$ cat config.mk
export PLATFORM = sky130hd
export DESIGN_NAME = sr_rx_ctrl
export DESIGN_NICKNAME = d
export VERILOG_FILES = /design/src/rtl/sr_rx_ctrl_pkg.sv /design/src/rtl/sr_rx_ctrl_bit_timer.sv /design/src/rtl/sr_rx_ctrl.sv
export SDC_FILE = /design/constraint.sdc
export NUM_CORES = 1
export LEC_CHECK = 0
export CAP_MARGIN = 0
export CORE_ASPECT_RATIO = 0.6
export CORE_MARGIN = 4
export CORE_UTILIZATION = 45
export DETAILED_ROUTE_END_ITERATION = 16
export DONT_BUFFER_PORTS = 1
export SYNTH_ARGS = -nofsm -noshare
export SYNTH_HDL_FRONTEND = slang
export SYNTH_SLANG_ARGS = --single-unit
$ cat constraint.sdc
create_clock -name clk -period 2.9 [get_ports clk]
set_clock_uncertainty 0.1 [all_clocks]
set_input_delay 0.58 -clock clk [delete_from_list [all_inputs] [get_ports clk]]
set_output_delay 0.58 -clock clk [all_outputs]
set_load 0.02 [all_outputs]
$ cat src/rtl/sr_rx_ctrl_pkg.sv
// Shared types and timing helpers for the sr_rx_ctrl serial receive controller.
package sr_rx_pkg;

  typedef enum logic [2:0] {
    IDLE,
    START_CHK,
    DATA,
    PARITY,
    STOP
  } state_t;

  function automatic int unsigned half_bit(input int unsigned clks_per_bit);
    return clks_per_bit / 2;
  endfunction

  function automatic int unsigned timer_w(input int unsigned clks_per_bit);
    return $clog2(clks_per_bit + 1);
  endfunction

endpackage

$ cat src/rtl/sr_rx_ctrl_bit_timer.sv
// Loadable down-counter; o_tc is high while the count sits at zero.
module bit_timer #(
  parameter int unsigned W = 4
) (
  input  logic         clk,
  input  logic         rst,
  input  logic         i_load,
  input  logic [W-1:0] i_load_val,
  output logic         o_tc
);

  logic [W-1:0] r_cnt;

  always_ff @(posedge clk) begin
    if (rst) begin
      r_cnt <= '0;
    end else if (i_load) begin
      r_cnt <= i_load_val;
    end else if (r_cnt != '0) begin
      r_cnt <= r_cnt - W'(1);
    end
  end

  assign o_tc = (r_cnt == '0);

endmodule

$ cat src/rtl/sr_rx_ctrl.sv
// Frame sequencer for an LSB-first serial-to-parallel shift register.
// Optional even-parity bit enabled with `define SR_RX_PARITY_EN.
module sr_rx_ctrl
  import sr_rx_pkg::*;
#(
  parameter int unsigned DATA_BITS    = 8,
  parameter int unsigned CLKS_PER_BIT = 10
) (
  input  logic                 clk,
  input  logic                 rst,
  input  logic                 serial_in,
  input  logic [DATA_BITS-1:0] parallel_in,
  output logic                 shift_enable,
  output logic [DATA_BITS-1:0] rx_data,
  output logic                 rx_valid,
  input  logic                 rx_ready,
  output logic                 busy,
  output logic                 framing_err,
  output logic                 overrun_err
`ifdef SR_RX_PARITY_EN
  ,
  output logic                 parity_err
`endif
);

  localparam int unsigned HB = half_bit(CLKS_PER_BIT);
  localparam int unsigned TW = timer_w(CLKS_PER_BIT);
  localparam int unsigned BW = $clog2(DATA_BITS);

  // Timer expires when the count reaches zero, so loads are one short.
  localparam logic [TW-1:0] LD_HALF  = TW'(HB - 1);
  localparam logic [TW-1:0] LD_BIT   = TW'(CLKS_PER_BIT - 1);
  localparam logic [BW-1:0] LAST_BIT = BW'(DATA_BITS - 1);

  state_t                 r_state;
  state_t                 w_next;
  logic                   w_tc;
  logic                   w_load;
  logic [TW-1:0]          w_load_val;
  logic                   w_shift;
  logic [BW-1:0]          r_bit_cnt;
  logic                   r_line;
  logic [DATA_BITS-1:0]   r_data;
  logic                   r_valid;
  logic                   r_ferr;
  logic                   r_oerr;
`ifdef SR_RX_PARITY_EN
  logic                   r_par;
  logic                   r_perr;
`endif

  bit_timer #(
    .W(TW)
  ) u_bit_timer (
    .clk        (clk),
    .rst        (rst),
    .i_load     (w_load),
    .i_load_val (w_load_val),
    .o_tc       (w_tc)
  );

  always_ff @(posedge clk) begin
    if (rst) r_state <= IDLE;
    else     r_state <= w_next;
  end

  always_comb begin
    w_next     = r_state;
    w_load     = 1'b0;
    w_load_val = LD_BIT;
    w_shift    = 1'b0;
    case (r_state)
      IDLE: begin
        if (!serial_in && r_line) begin
          w_next     = START_CHK;
          w_load     = 1'b1;
          w_load_val = LD_HALF;
        end
      end
      START_CHK: begin
        if (w_tc) begin
          if (serial_in) begin
            w_next = IDLE;
          end else begin
            w_next = DATA;
            w_load = 1'b1;
          end
        end
      end
      DATA: begin
        if (w_tc) begin
          w_shift = 1'b1;
          w_load  = 1'b1;
          if (r_bit_cnt == LAST_BIT) begin
`ifdef SR_RX_PARITY_EN
            w_next = PARITY;
`else
            w_next = STOP;
`endif
          end
        end
      end
`ifdef SR_RX_PARITY_EN
      PARITY: begin
        if (w_tc) begin
          w_next = STOP;
          w_load = 1'b1;
        end
      end
`endif
      STOP: begin
        if (w_tc) w_next = IDLE;
      end
      default: w_next = IDLE;
    endcase
  end

  // Word handoff: error priority is framing, then parity, then overrun.
  always_ff @(posedge clk) begin
    if (rst) begin
      r_line    <= 1'b1;
      r_bit_cnt <= '0;
      r_data    <= '0;
      r_valid   <= 1'b0;
      r_ferr    <= 1'b0;
      r_oerr    <= 1'b0;
`ifdef SR_RX_PARITY_EN
      r_par     <= 1'b0;
      r_perr    <= 1'b0;
`endif
    end else begin
      r_line <= serial_in;
      r_ferr <= 1'b0;
      r_oerr <= 1'b0;
`ifdef SR_RX_PARITY_EN
      r_perr <= 1'b0;
      if (r_state == PARITY && w_tc) r_par <= serial_in;
`endif
      if (r_state == IDLE)  r_bit_cnt <= '0;
      else if (w_shift)     r_bit_cnt <= r_bit_cnt + BW'(1);

      if (r_valid && rx_ready) r_valid <= 1'b0;

      if (r_state == STOP && w_tc) begin
        if (!serial_in) begin
          r_ferr <= 1'b1;
`ifdef SR_RX_PARITY_EN
        end else if ((^parallel_in) != r_par) begin
          r_perr <= 1'b1;
`endif
        end else if (r_valid && !rx_ready) begin
          r_oerr <= 1'b1;
        end else begin
          r_data  <= parallel_in;
          r_valid <= 1'b1;
        end
      end
    end
  end

  assign shift_enable = w_shift;
  assign busy         = (r_state != IDLE);
  assign rx_data      = r_data;
  assign rx_valid     = r_valid;
  assign framing_err  = r_ferr;
  assign overrun_err  = r_oerr;
`ifdef SR_RX_PARITY_EN
  assign parity_err   = r_perr;
`endif

endmodule

-- Yosys cells after proc, flatten, opt, wreduce, memory -nomap -nowiden
Cells that the tools add are included.
Widths: inputs -> output; s select.
- flip-flop bits (word level): 22
- input bits: 12
- word-level logic and storage cells: 60
- output and inout bits: 13
- reductions and logical operators: 16
- bitwise gates (word level): 3
- $add $sub $neg: 2
- multiplexer cells: 22
- equal/unequal tests: 9
- operators with widths (cell ; count):
    $mux 4 ; 4
    $mux 3 ; 5
    $pmux 3 s4 ; 1
    $mux 1 ; 10
    $ne 2x2->1 const B ; 5
    $eq 3x3->1 const B ; 2
    $reduce_and 5->1 ; 1
    $logic_and 1x1->1 ; 4
    $logic_not 4->1 ; 1
    $reduce_bool 4->1 ; 1
    $reduce_or 2->1 ; 2
    $sub 4x1->4 const B ; 1
    $add 3x1->3 const B ; 1
    $eq 3x1->1 const B ; 1
    $eq 3x2->1 const B ; 1
    $logic_not 3->1 ; 1
    $not 1->1 ; 3
    $pmux 1 s3 ; 1
    $reduce_and 3->1 ; 1
    $reduce_bool 3->1 ; 1
    $reduce_or 3->1 ; 1
    $logic_not 1->1 ; 2
    $mux 2 ; 1
    $reduce_bool 2->1 ; 1

-- Longest topological paths before layout
- depth after elaboration: 5
- gate-level depth with buffers: 6
- gate-level depth less buffers: 5

-- Hierarchy
Synthesis repeated with hierarchy kept, for this count alone.
- cells, all modules: 107
- area total of the unflattened synthesis: 1058.5 µm²
- modules (own cells, without submodules) (module ; times used ; area each (µm²) ; seq. area each (µm²) ; cells an instance):
    sr_rx_ctrl ; 1 ; 829.5 ; 360.3 ; 83
    bit_timer ; 1 ; 229.0 ; 80.1 ; 24

-- Worst setup path before layout
OpenSTA, ideal clock, no wires.
- path kind: register to output
- start point: register u_bit_timer.r_cnt[0]
- end point: output shift_enable
- data arrival time: 1386 ps
- stages on the path, launching flop included: 6
- path slack: 834 ps
- buffers on the path: 1
- data required time: 2220 ps
- path through: dfxtp_1 > inv_1 > ha_1 > or3b_4 > buf_6 > nor2_1
- word-level cells in the longest chain between the ends: 3
- ends and longest elaborated chain (what ; line ; RTL):
    from (decl) ; sr_rx_ctrl_bit_timer.sv:12 ; logic [W-1:0] r_cnt;
    from (signal assigned) ; sr_rx_ctrl_bit_timer.sv:18 ; r_cnt <= i_load_val;
    from (signal assigned) ; sr_rx_ctrl_bit_timer.sv:20 ; r_cnt <= r_cnt - W'(1);
    $logic_not 4->1 ; sr_rx_ctrl_bit_timer.sv:24 ; assign o_tc = (r_cnt == '0);
    $mux 1 ; sr_rx_ctrl.sv:91 ; if (w_tc) begin
    $mux 1 ; sr_rx_ctrl.sv:72 ; case (r_state)
    to (decl) ; sr_rx_ctrl.sv:13 ; output logic shift_enable,
Every way passes these cells.

-- Worst setup path after layout
Same ends and word-level chain as after synthesis.

==> run_results.csv <==
group,metric,value,unit
cells_and_area,final_common_cell,"dfxtp_1",
cells_and_area,final_cell_count_no_fill,138,
cts,clock_sinks,22,
cts,clkTransAtPathRegs,0.08,ns
critical_path,crit_arrival,1.73,ns
synth,ys.flop_type,"dfxtp_1",
place,dp_hpwl,1450,um
floorplan,die_h,45.77,um
place,finalWeightedCongestion,0.7992,
grt,grt_pass1_vias,734,
sta,rsz0062_at_grt,"false",
synth,syn_nets,126,
synth,synth_edf_count,0,
grt,grt_max_degree,26,
detailed_routing,via_per_inst,5.529,
sta,timing.setup.tns,0,ns
critical_path,reg2regPathDepth,5,
sta,worst_slew_pin_slew,0.5479,ns
cts,cts_resized,0,
detailed_routing,drc_errors,0,
synth,yosysUniqueCellTypes,36,
detailed_routing,via_count,763,
synth,ys_warn_count,0,
detailed_routing,finalWirelength,1979,um
cells_and_area,drive_gt1_share,12.04,%
grt,antenna_found_initial,0,
cts,cts_tree,"yes",
synth,syn_avg_cell_area,9.725,um^2
critical_path,worstPathRequired,2.22,ns
critical_path,cp-end-kind,"primary output",
floorplan,start_util,48.36,%
cells_and_area,fillers,221,
cells_and_area,nets,125,
cells_and_area,area_growth,6.199,%
detailed_routing,firstDrtPassIters,4,
critical_path,worstReg2RegEnd,"u_bit_timer.r_cnt[1]",
critical_path,startpoint,"u_bit_timer.r_cnt[0]",
hold_path,holdPathStages,1,
critical_path,crit_fanout,12,
hold_path,min_from,"rst",
hold_path,hp-class,"in2reg",
synth,async_flop_share,0,%
sta,fin_crit_sh,83.06,%
sta,slew_viol_final,0,
cts,htreeDepth,1,
cts,clock_latency,0.26,ns
outcome,status,"complete, no violations",
place,portBuffers,0,
floorplan,std_cell_rows,13,
detailed_routing,first_iter_violations,59,
critical_path,critPathKind,"reg2out",
cells_and_area,fin_area,1136,um^2
sta,max_freq,415.1,MHz
synth,netlist_instances,110,
synth,syn_area,1070,um^2
cts,cts-buffers-inserted,3,
grt,grt_usage,13.80,%
grt,grt_pass1_wl,3381,um
floorplan,core_area,2212,um^2
synth,synth.ff_latch_count,22,
sta,hold_viol_final,0,
critical_path,critPathLaunchType,"register",
synth,seq_area_frac_synth,41.17,%
sta,holdWs,0.2776,ns
grt,grt-ovfl-total,0,
critical_path,reg2reg_from,"u_bit_timer.r_cnt[0]",
power_and_ir_drop,p_per_area,829.2,nW/um^2
detailed_routing,ant_nets,0,
sta,setup_viol,0,
synth,synth_area_leaders,"dfxtp_1 41%, nand2b_1 11%, mux2i_1 7.5%, ha_1 4.7%, a211oi_1 2.8%",
place,dp_cells,134,
sta,min_period,2.409,ns
cells_and_area,final_cell_mix,"22 x dfxtp_1, 18 x nand2b_1, 8 x mux2i_1",
cts,post_cts_buffers,0,
cts,hold_buffers,0,
run,drv_cap,0,
power_and_ir_drop,vdd_drop_max,398.0,uV
cts,ctsLongestPathBuffers,2,
place,dpl_cell_area,1065,um^2
hold_path,hold-path-endpoint,"r_state[1]",
floorplan,ios,25,
cells_and_area,antenna_cells,0,
sta,maxSlewHeadroom,62.96,%
cts,cts-root-buf,"clkbuf_8",
synth,yosysTopAreaCell,"dfxtp_1",
synth,synth_top_area_share,41.17,%
floorplan,die_w,70.95,um
floorplan,die_area,3247,um^2
critical_path,r2r_setup_slack,1.09,ns
detailed_routing,wl_per_cell,14.34,um
power_and_ir_drop,leakagePower,0.0003917,uW
-- routing by layer --
| layer | share of wire [%] | up-vias | GRT usage (%) |
|---|---|---|---|
| met5 | 0 | - | 0 |
| met4 | 1.3 | 0 | 5.618 |
| met3 | 8.0 | 4 | 6.388 |
| met2 | 43 | 26 | 21.55 |
| met1 | 47 | 353 | 16.73 |
| li1 | - | 380 | - |
-- kinds of logic after synthesis --
family / after synthesis / synth area share (%)
AND/OR/NAND/NOR: 48 / 28.42
adder cells (fa/ha/maj): 4 / 4.679
AO/OA/AOI/OAI: 17 / 11.23
XOR/XNOR: 2 / 1.638
buffers and inverters: 9 / 5.380
flip-flops: 22 / 41.17
multiplexers: 8 / 7.486
-- power breakdown --
group | internal [uW] | leakage [uW] | switching (uW) | total [uW]
Combinational | 133 | 0.000177 | 162 | 295
Clock | 184 | 0.0000357 | 100 | 285
Sequential | 332 | 0.000179 | 30.8 | 363
-- worst max-delay path, cell delays in order (launching register included) --
cell and delay (ns):
dfxtp_1 0.32, inv_1 0.11, ha_1 0.17, or3b_4 0.45, nor2_1 0.41
-- Yosys cell counts, types with 2 or more instances --
master     n
ha_1       4
or3b_4     2
inv_1      2
o21ai_0    3
nor2_1     6
dfxtp_1   22
nand2b_1  18
a21oi_1    4
buf_6      2
nand3_1    3
buf_4      2
mux2i_1    8
clkbuf_1   2
nand2_1    2
nor3_1     4
or3_1      3
a211oi_1   4
-- area by class of cell --
| class | instances | area, um^2 | area share [%] |
|---|---|---|---|
| clock buffer | 3 | 41.29 | 3.634 |
| clock inverter | 1 | 30.03 | 2.643 |
| inverter | 2 | 7.507 | 0.6608 |
| multi-input combinational | 79 | 571.8 | 50.33 |
| sequential | 22 | 440.4 | 38.77 |
| tap | 30 | 37.54 | 3.304 |
| timing repair buffer | 1 | 7.507 | 0.6608 |
-- worst max-delay path by stage --
stage,depth (start not counted),slack (ns),end
2_1_floorplan,5,0.83,shift_enable
6_report,4,0.49,shift_enable
3_5_place_dp,4,0.79,shift_enable
3_3_place_gp,4,0.85,shift_enable
5_1_grt,4,0.39,shift_enable
4_1_cts,4,0.49,shift_enable
-- per-stage QoR --
stage | util, % | setup slack, ns | power (uW)
after floorplan | - | 0.8339 | 626.3
after global placement | 48.13 | 0.8480 | 658.1
after detailed placement | 48.13 | 0.7885 | 663.5
after CTS | 51.36 | 0.4861 | 952.2
after global routing | 51.36 | 0.3872 | 1002
final | 51.36 | 0.4912 | 942.0
-- flip-flops by register name (all words and copies together) (netlist names) --
register and count:
r_state 3, rx_valid 1, r_line 1, overrun_err 1, r_bit_cnt 3, framing_err 1
u_bit_timer.r_cnt 4, rx_data 8
Power figures use the tool's default switching activity.
